==> src/rtl/spi_pkg.sv <==
// Shared types and constants for the SPI slave.
package spi_pkg;
  localparam int DATA_W = 8;

  typedef enum logic {
    IDLE  = 1'b0,
    SHIFT = 1'b1
  } state_t;
endpackage

==> src/rtl/spi_slave_if.sv <==
// SPI pins plus the byte-level tx/rx handshake of the SPI slave.
interface spi_slave_if;
  import spi_pkg::*;

  logic              sclk;
  logic              mosi;
  logic              miso;
  logic              SS;
  logic [DATA_W-1:0] tx_data;
  logic              tx_valid;
  logic              tx_ready;
  logic [DATA_W-1:0] rx_data;
  logic              rx_valid;
  logic              tx_underrun;

  modport slave (
    input  sclk, mosi, SS, tx_data, tx_valid,
    output miso, tx_ready, rx_data, rx_valid, tx_underrun
  );

  modport master (
    output sclk, mosi, SS, tx_data, tx_valid,
    input  miso, tx_ready, rx_data, rx_valid, tx_underrun
  );
endinterface

==> src/rtl/spi_sync.sv <==
// Single-bit multi-flop synchronizer with a configurable reset value.
module spi_sync #(
  parameter int   STAGES  = 2,
  parameter logic RST_VAL = 1'b0
) (
  input  logic clk,
  input  logic reset,
  input  logic d,
  output logic q
);
  logic [STAGES-1:0] sync_q;

  always_ff @(posedge clk or negedge reset) begin
    if (!reset) sync_q <= {STAGES{RST_VAL}};
    else        sync_q <= {sync_q[STAGES-2:0], d};
  end

  assign q = sync_q[STAGES-1];
endmodule

==> src/rtl/spi_slave.sv <==
// SPI mode-0 slave with a one-entry tx buffer, oversampled on clk.
// Define MISO_TRISTATE_EN to float miso when the slave is not selected.
module spi_slave
  import spi_pkg::*;
#(
  parameter int SYNC_STAGES = 2
) (
  input  logic        clk,
  input  logic        reset,
  spi_slave_if.slave  bus
);
  logic sclk_s, mosi_s, ss_s;
  logic sclk_p1, ss_p1;
  logic sclk_rise, sclk_fall, ss_fall, ss_rise;

  state_t            state, state_nxt;
  logic              active, load;
  logic [DATA_W-1:0] tx_shift, rx_shift, tx_buf, rx_data_q;
  logic [2:0]        bit_cnt;
  logic              buf_full, rx_valid_q, underrun_q;

  spi_sync #(.STAGES(SYNC_STAGES), .RST_VAL(1'b0)) u_sync_sclk (
    .clk(clk), .reset(reset), .d(bus.sclk), .q(sclk_s));
  spi_sync #(.STAGES(SYNC_STAGES), .RST_VAL(1'b0)) u_sync_mosi (
    .clk(clk), .reset(reset), .d(bus.mosi), .q(mosi_s));
  spi_sync #(.STAGES(SYNC_STAGES), .RST_VAL(1'b1)) u_sync_ss (
    .clk(clk), .reset(reset), .d(bus.SS), .q(ss_s));

  // Edge detect stage: previous synchronized samples
  always_ff @(posedge clk or negedge reset) begin
    if (!reset) begin
      sclk_p1 <= 1'b0;
      ss_p1   <= 1'b1;
    end else begin
      sclk_p1 <= sclk_s;
      ss_p1   <= ss_s;
    end
  end

  assign sclk_rise = sclk_s & ~sclk_p1;
  assign sclk_fall = ~sclk_s & sclk_p1;
  assign ss_fall   = ~ss_s & ss_p1;
  assign ss_rise   = ss_s & ~ss_p1;

  always_ff @(posedge clk or negedge reset) begin
    if (!reset) state <= IDLE;
    else        state <= state_nxt;
  end

  // Deselect wins over a coincident sclk edge, so a byte ending together
  // with SS does not trigger a reload.
  always_comb begin
    state_nxt = state;
    active    = (state == SHIFT) && !ss_rise;
    load      = 1'b0;
    case (state)
      IDLE: begin
        if (ss_fall) begin
          state_nxt = SHIFT;
          load      = 1'b1;
        end
      end
      SHIFT: begin
        if (ss_rise) state_nxt = IDLE;
        else if (sclk_fall && bit_cnt == 3'd0) load = 1'b1;
      end
      default: state_nxt = IDLE;
    endcase
  end

  // Shift stage: byte loads, serial shifting and rx capture
  always_ff @(posedge clk or negedge reset) begin
    if (!reset) begin
      tx_shift   <= '0;
      rx_shift   <= '0;
      tx_buf     <= '0;
      rx_data_q  <= '0;
      bit_cnt    <= 3'd0;
      buf_full   <= 1'b0;
      rx_valid_q <= 1'b0;
      underrun_q <= 1'b0;
    end else begin
      rx_valid_q <= 1'b0;
      underrun_q <= 1'b0;

      if (load) begin
        if (buf_full) begin
          tx_shift <= tx_buf;
          buf_full <= 1'b0;
        end else begin
          tx_shift   <= '0;
          underrun_q <= 1'b1;
        end
      end else if (active && sclk_fall) begin
        tx_shift <= {tx_shift[DATA_W-2:0], 1'b0};
      end

      // A write can only land while the buffer is empty, so it never
      // collides with a load that drains a full buffer.
      if (bus.tx_valid && !buf_full) begin
        tx_buf   <= bus.tx_data;
        buf_full <= 1'b1;
      end

      if (state == IDLE && ss_fall) begin
        bit_cnt <= 3'd0;
      end else if (active && sclk_rise) begin
        rx_shift <= {rx_shift[DATA_W-2:0], mosi_s};
        bit_cnt  <= bit_cnt + 3'd1;
        if (bit_cnt == 3'd7) begin
          rx_data_q  <= {rx_shift[DATA_W-2:0], mosi_s};
          rx_valid_q <= 1'b1;
        end
      end
    end
  end

  assign bus.tx_ready    = ~buf_full;
  assign bus.rx_data     = rx_data_q;
  assign bus.rx_valid    = rx_valid_q;
  assign bus.tx_underrun = underrun_q;

`ifdef MISO_TRISTATE_EN
  assign bus.miso = (state == SHIFT) ? tx_shift[DATA_W-1] : 1'bz;
`else
  assign bus.miso = (state == SHIFT) ? tx_shift[DATA_W-1] : 1'b0;
`endif
endmodule

==> src/flat_wrapper.sv <==
// flat-port wrapper written by rule: the top's interface ports become plain ports
module spi_slave_flat import spi_pkg::*;
#(
  parameter int SYNC_STAGES = 2
)
  (clk, reset, bus_sclk, bus_mosi, bus_SS, bus_tx_data, bus_tx_valid, bus_miso, bus_tx_ready, bus_rx_data, bus_rx_valid, bus_tx_underrun);
  spi_slave_if bus_i ();
  input  logic clk;
  input  logic reset;
  input wire logic [$bits(bus_i.sclk)-1:0] bus_sclk;
  input wire logic [$bits(bus_i.mosi)-1:0] bus_mosi;
  input wire logic [$bits(bus_i.SS)-1:0] bus_SS;
  input wire logic [$bits(bus_i.tx_data)-1:0] bus_tx_data;
  input wire logic [$bits(bus_i.tx_valid)-1:0] bus_tx_valid;
  output wire logic [$bits(bus_i.miso)-1:0] bus_miso;
  output wire logic [$bits(bus_i.tx_ready)-1:0] bus_tx_ready;
  output wire logic [$bits(bus_i.rx_data)-1:0] bus_rx_data;
  output wire logic [$bits(bus_i.rx_valid)-1:0] bus_rx_valid;
  output wire logic [$bits(bus_i.tx_underrun)-1:0] bus_tx_underrun;
  assign bus_i.sclk = bus_sclk;
  assign bus_i.mosi = bus_mosi;
  assign bus_i.SS = bus_SS;
  assign bus_i.tx_data = bus_tx_data;
  assign bus_i.tx_valid = bus_tx_valid;
  assign bus_miso = bus_i.miso;
  assign bus_tx_ready = bus_i.tx_ready;
  assign bus_rx_data = bus_i.rx_data;
  assign bus_rx_valid = bus_i.rx_valid;
  assign bus_tx_underrun = bus_i.tx_underrun;
  spi_slave #(.SYNC_STAGES(SYNC_STAGES)) u_core (.clk(clk), .reset(reset), .bus(bus_i));
endmodule
==> config.mk <==
export PLATFORM = sky130hd
export DESIGN_NAME = spi_slave_flat
export DESIGN_NICKNAME = d
export VERILOG_FILES = /design/src/rtl/spi_pkg.sv /design/src/rtl/spi_slave_if.sv /design/src/rtl/spi_sync.sv /design/src/rtl/spi_slave.sv /design/src/flat_wrapper.sv
export SDC_FILE = /design/constraint.sdc
export NUM_CORES = 1
export LEC_CHECK = 0
export CAP_MARGIN = 15
export CORE_AREA = 8 8 72 74
export CTS_CLUSTER_SIZE = 25
export DETAILED_ROUTE_END_ITERATION = 6
export DIE_AREA = 0 0 80 82
export PLACE_DENSITY = 0.73
export SLEW_MARGIN = 20
export SYNTH_ARGS = -nofsm -noshare
export SYNTH_HDL_FRONTEND = slang
export SYNTH_SLANG_ARGS = --single-unit
==> constraint.sdc <==
create_clock -name clk -period 2.6 [get_ports clk]
set_input_delay 0.26 -clock clk [delete_from_list [all_inputs] [get_ports clk]]
set_output_delay 0.26 -clock clk [all_outputs]
set_load 0.01 [all_outputs]
== Word-level counts from Yosys, hierarchy flattened ==
Cells that the tools add are included.
Widths: inputs -> output; s select.
Word-level totals
  register bits after elaboration: 46
  latch bits: 0
  memory bits (writable): 0
  memory bits (read-only): 0
  input port bits: 14
  output and inout port bits: 12
  logic and storage cells: 60
  memories kept: 0
Cells by class
  $add $sub $neg: 1
  multipliers: 0
  divide/modulo/power cells: 0
  $lt $le $gt $ge: 0
  eq/ne operators: 1
  shift-type cells: 0
  mux-type cells: 19
  bitwise gates (word level): 11
  reduce and logical (&&, ||, !) cells: 14
Operator list (number)
  $mux 8: 3
  $mux 1: 12
  $not 1->1: 7
  $logic_and 1x1->1: 6
  $mux 3: 2
  $reduce_bool 2->1: 3
  $and 1x1->1: 4
  $pmux 1 s2: 2
  $add 3x1->3 const B: 1
  $eq 3x3->1 const B: 1
  $logic_not 3->1: 1
  $reduce_and 3->1: 1
  $logic_not 1->1: 2
  $reduce_and 2->1: 1

== Logic depth before layout (Yosys ltp) ==
  depth in word-level cells: 8
  gate-level depth with buffers: 6
  mapped depth without buffers: 5

== By module ==
From an unflattened synthesis, not the netlist that was laid out.
Second synthesis, totals
  cells, all modules: 142
  area, all modules: 1941.9 sq um
Modules (own cells, without submodules)
  spi_slave: instances 1, cells each 136, area an instance 1789.2 sq um, sequential area each 1002.2 sq um
  spi_sync at u_core.u_sync_mosi ...: instances 2, cells each 2, area an instance 50.0 sq um, sequential area each 50.0 sq um
  spi_sync at u_core.u_sync_ss: instances 1, cells each 2, area an instance 52.6 sq um, sequential area each 52.6 sq um

== Worst setup path after synthesis ==
Ideal clock, no wire load.
  path kind: flip-flop to flip-flop
  start point: register u_core.ss_p1
  end point: register u_core.tx_shift[0]
  library setup time: 0.125 ns
  arrival: 1.347 ns
  data required time: 2.475 ns
  slack: 1.128 ns
  cell stages (with the launch flop): 4
  buffers on the path: 0
  clock period less this slack: 1.472 ns
  cell sequence: dfstp_2 nor3b_4 a31o_2 mux2_4
Between the ends
  word-level cells in the longest chain between the ends: 6
  elaborated cells between the ends (all ways): 11
  classes of those cells: mux: 4; bitwise: 3; reduce/logical: 4
Ends and longest elaborated chain
  start, declared: RTL line spi_slave.sv:13  | logic sclk_p1, ss_p1;
  start signal, assigned: RTL line spi_slave.sv:36  | ss_p1 <= ss_s;
  parallel branches: the longest is 6 deep, another holds $mux 8
  end signal, assigned: RTL line spi_slave.sv:88  | tx_shift <= tx_buf;
  end signal, assigned: RTL line spi_slave.sv:95  | tx_shift <= {tx_shift[DATA_W-2:0], 1'b0};
  end, declared: RTL line spi_slave.sv:18  | logic [DATA_W-1:0] tx_shift, rx_shift, tx_buf, rx_data_q;
Several ways; the timed one is not identified.
A chain may end at the register's enable or synchronous reset.

== Final worst setup path ==
  start point: register u_core.state
  end point: output port bus_miso
Between the ends
  word-level cells in the longest chain between the ends: 1
Ends and longest elaborated chain
  start, declared: RTL line spi_slave.sv:16  | state_t state, state_nxt;
  start signal, assigned: RTL line spi_slave.sv:47  | else state <= state_nxt;
  $mux 1: RTL line spi_slave.sv:126  | assign bus.miso = (state == SHIFT) ? tx_shift[DATA_W-1] : 1'b0;
  end, declared: RTL line flat_wrapper.sv:15  | output wire logic [$bits(bus_i.miso)-1:0] bus_miso;
Every way passes these cells.

==> results.json <==
{
  "use_met3_pct": 2.84,
  "cts_tree": "built",
  "cts_max_level": 2,
  "p_seq_share_pct": 51.0,
  "grt_max_degree": 47,
  "synth-edff-count": 0,
  "avgSynthCellArea_um2": 13.7,
  "worst_slew_pin_slew_ns": 0.704,
  "power_density_nw_per_um2": 908,
  "synth_common_cells": "43 x dfrtp_1, 23 x mux2_2",
  "post_cts_resized": 0,
  "syn_to_final_growth_pct": 20.8,
  "gp_congestion": 0.824,
  "finalNetCount": 184,
  "grt_pass1_vias": 1171,
  "top_usage_layer": "met2",
  "yosysSeqAreaShare_pct": 59.5,
  "syn_nets": 159,
  "drc": 0,
  "antenna_found_initial": 0,
  "critPathMaxFanout": 15,
  "pwr-share-comb_pct": 26.1,
  "worst_slack_ns": 0.605,
  "final_layout_size_suffix_gt1_share_pct": 26.2,
  "initial_core_util_pct": 46.9,
  "fin_util_pct": 56.6,
  "worstHoldPathType": "flop to flop",
  "yosysWarnings": 0,
  "fmax_mhz": 501,
  "worst-r2r-setup-slack_ns": 0.79,
  "power_mw": 2.13,
  "synth_cell_types": 31,
  "place_inst": 210,
  "antenna_left": 0,
  "grt_use_total_pct": 11.0,
  "slew_violations": 0,
  "timing.hold.ws_ns": 0.359,
  "hp-start": "u_core.u_sync_ss.sync_q[0]$_DFF_PN1_",
  "cp_data_arrival_time_ns": 1.73,
  "rsz0062_at_grt": "false",
  "cts.sinks": 46,
  "crit_path_end_kind": "primary output",
  "cts_hold_buf": 0,
  "critPathLaunchType": "flop",
  "fp.dieW_um": 80,
  "setup_violations": 0,
  "clockPowerShare_pct": 22.8,
  "fin_cells": 220,
  "n_antenna_cell": 0,
  "finalCritPeriodShare_pct": 76.7,
  "synth_ff_type": "dfrtp_1",
  "fin_tns_setup_ns": 0,
  "post-place-ws_ns": 0.782,
  "stdcell_area_um2": 2350,
  "async_flop_share_pct": 100,
  "crit_type": "flop to primary output",
  "clk_pin_slew_ns": 0.08,
  "synth.area.top_cells": "dfrtp_1 55%, mux2_2 13%, dfstp_2 4.1%",
  "cts_setup_buffers": 0,
  "ioPinCount": 26,
  "wl_um": 3420,
  "p_leak_nw": 1.04,
  "dpl_cell_area_um2": 2200,
  "yosys_register_bits": 46,
  "power.internal_mw": 1.50,
  "via_per_inst": 5.36,
  "clock-root-buffer": "clkbuf_8",
  "p_sw_uw": 631,
  "min_period_ns": 1.99,
  "hold_violations": 0,
  "required_ns": 2.34,
  "grt_overflow": 0,
  "sw_frac_of_total_pct": 29.6,
  "ir_drop_v": 0.000510,
  "synthCells": 142,
  "portBuffers": 25,
  "status": "finished clean",
  "vias": 1180,
  "core_area_um2": 4140,
  "grt_pass1_wl_um": 5650,
  "maxCapViolations": 0,
  "r2r_cells": 3,
  "r2r-end": "u_core.bus.rx_data[4]$_DFFE_PN0P_",
  "cts_max_path_buffers": 2,
  "dieArea_um2": 6560,
  "clock_latency_ns": 0.29,
  "r2r_start": "u_core.ss_p1$_DFF_PN1_",
  "wire_per_inst_um": 15.6,
  "numCtsBuffers": 5,
  "grtUsageMet1_pct": 12.9,
  "syn_area_um2": 1940,
  "drt_pre_antenna_iters": 4,
  "drtIter0Drc": 115,
  "holdPathStages": 0,
  "yosysMostFrequentCell": "dfrtp_1",
  "relSlewSlack_pct": 53.0,
  "die_h_um": 82,
  "synth_top_area_share_pct": 55.4,
  "met2_usage_pct": 18.2,
  "yosysTopAreaCell": "dfrtp_1",
  "num_rows": 24,
  "skew_ns": 0.00464,
  "whs_endpoint": "u_core.u_sync_ss.sync_q[1]$_DFF_PN1_",
  "place_hpwl_um": 2470
}
-- routing by layer --
metal | part of all wire (%) | vias up
met5 | 0 | -
met4 | 2.2 | 0
met3 | 3.9 | 9
met2 | 50 | 25
met1 | 44 | 581
li1 | - | 565
-- critical path: stages (launching register included) --
cell             delay (ns)
dfrtp_1                0.71
and2_1                 0.21
clkdlybuf4s50_1        0.53
-- logic make-up after synthesis --
group / after synthesis / share of synthesized area, %
flops: 46 / 59.5
fa+ha+maj: 3 / 1.93
compound gates: 26 / 10.1
mux: 27 / 15.9
simple gates: 24 / 8.25
buf+inv: 16 / 4.32
-- cells in the final DEF, fill, tap and decap left out, drive strengths merged, types with 2 or more instances in the layout --
master and count:
buf 3, clkbuf 8, dfrtp 43, a311oi 7, dfstp 3, mux2 25, inv 6, clkdlybuf4s50 24
nand3 8, nand2 4, nor2b 3, a31oi 7, ha 3, o211ai 7, nand2b 2, nor2 2
mux2i 2
-- state kept, by name, summed over array words and instances, names as in the netlist --
signal / cells
u_core.tx_buf: 8
u_core.rx_shift: 7
u_core.u_sync_mosi.sync_q: 2
u_core.ss_p1: 1
u_core.bus.rx_valid: 1
u_core.state: 1
u_core.tx_shift: 8
u_core.u_sync_sclk.sync_q: 2
u_core.sclk_p1: 1
u_core.buf_full: 1
u_core.bit_cnt: 3
u_core.bus.rx_data: 8
u_core.u_sync_ss.sync_q: 2
u_core.bus.tx_underrun: 1
-- area by class of cell --
cell class | count | area (µm²)
fill | 330 | 1800
inverter | 6 | 22.5
multi-input combinational | 80 | 703
tap | 52 | 65.1
clock buffer | 8 | 110
sequential | 46 | 1150
timing repair buffer | 28 | 290
-- power by group through the flow --
stage	clock (mW)	sequential, mW	combinational, mW
after floorplan	0	1.03	0.454
after global placement	0	1.08	0.523
after detailed placement	0	1.10	0.555
after CTS	0.501	1.09	0.556
after global routing	0.531	1.11	0.619
final	0.486	1.09	0.557
-- worst max-delay path by stage --
| stage | startpoint | to | slack (ns) | depth (start not counted) |
|---|---|---|---|---|
| after floorplan | u_core.ss_p1$_DFF_PN1_ | u_core.tx_shift[0]$_DFFE_PN0P_ | 1.13 | 3 |
| after global placement | bus_tx_valid | u_core.tx_buf[1]$_DFFE_PN0P_ | 0.82 | 3 |
| after detailed placement | bus_tx_valid | u_core.tx_buf[6]$_DFFE_PN0P_ | 0.78 | 3 |
| after CTS | u_core.state$_DFF_PN0_ | bus_miso | 0.60 | 2 |
| after global routing | u_core.state$_DFF_PN0_ | bus_miso | 0.53 | 2 |
| final | u_core.state$_DFF_PN0_ | bus_miso | 0.61 | 2 |
Note: power is estimated with default switching activity, not from simulation.
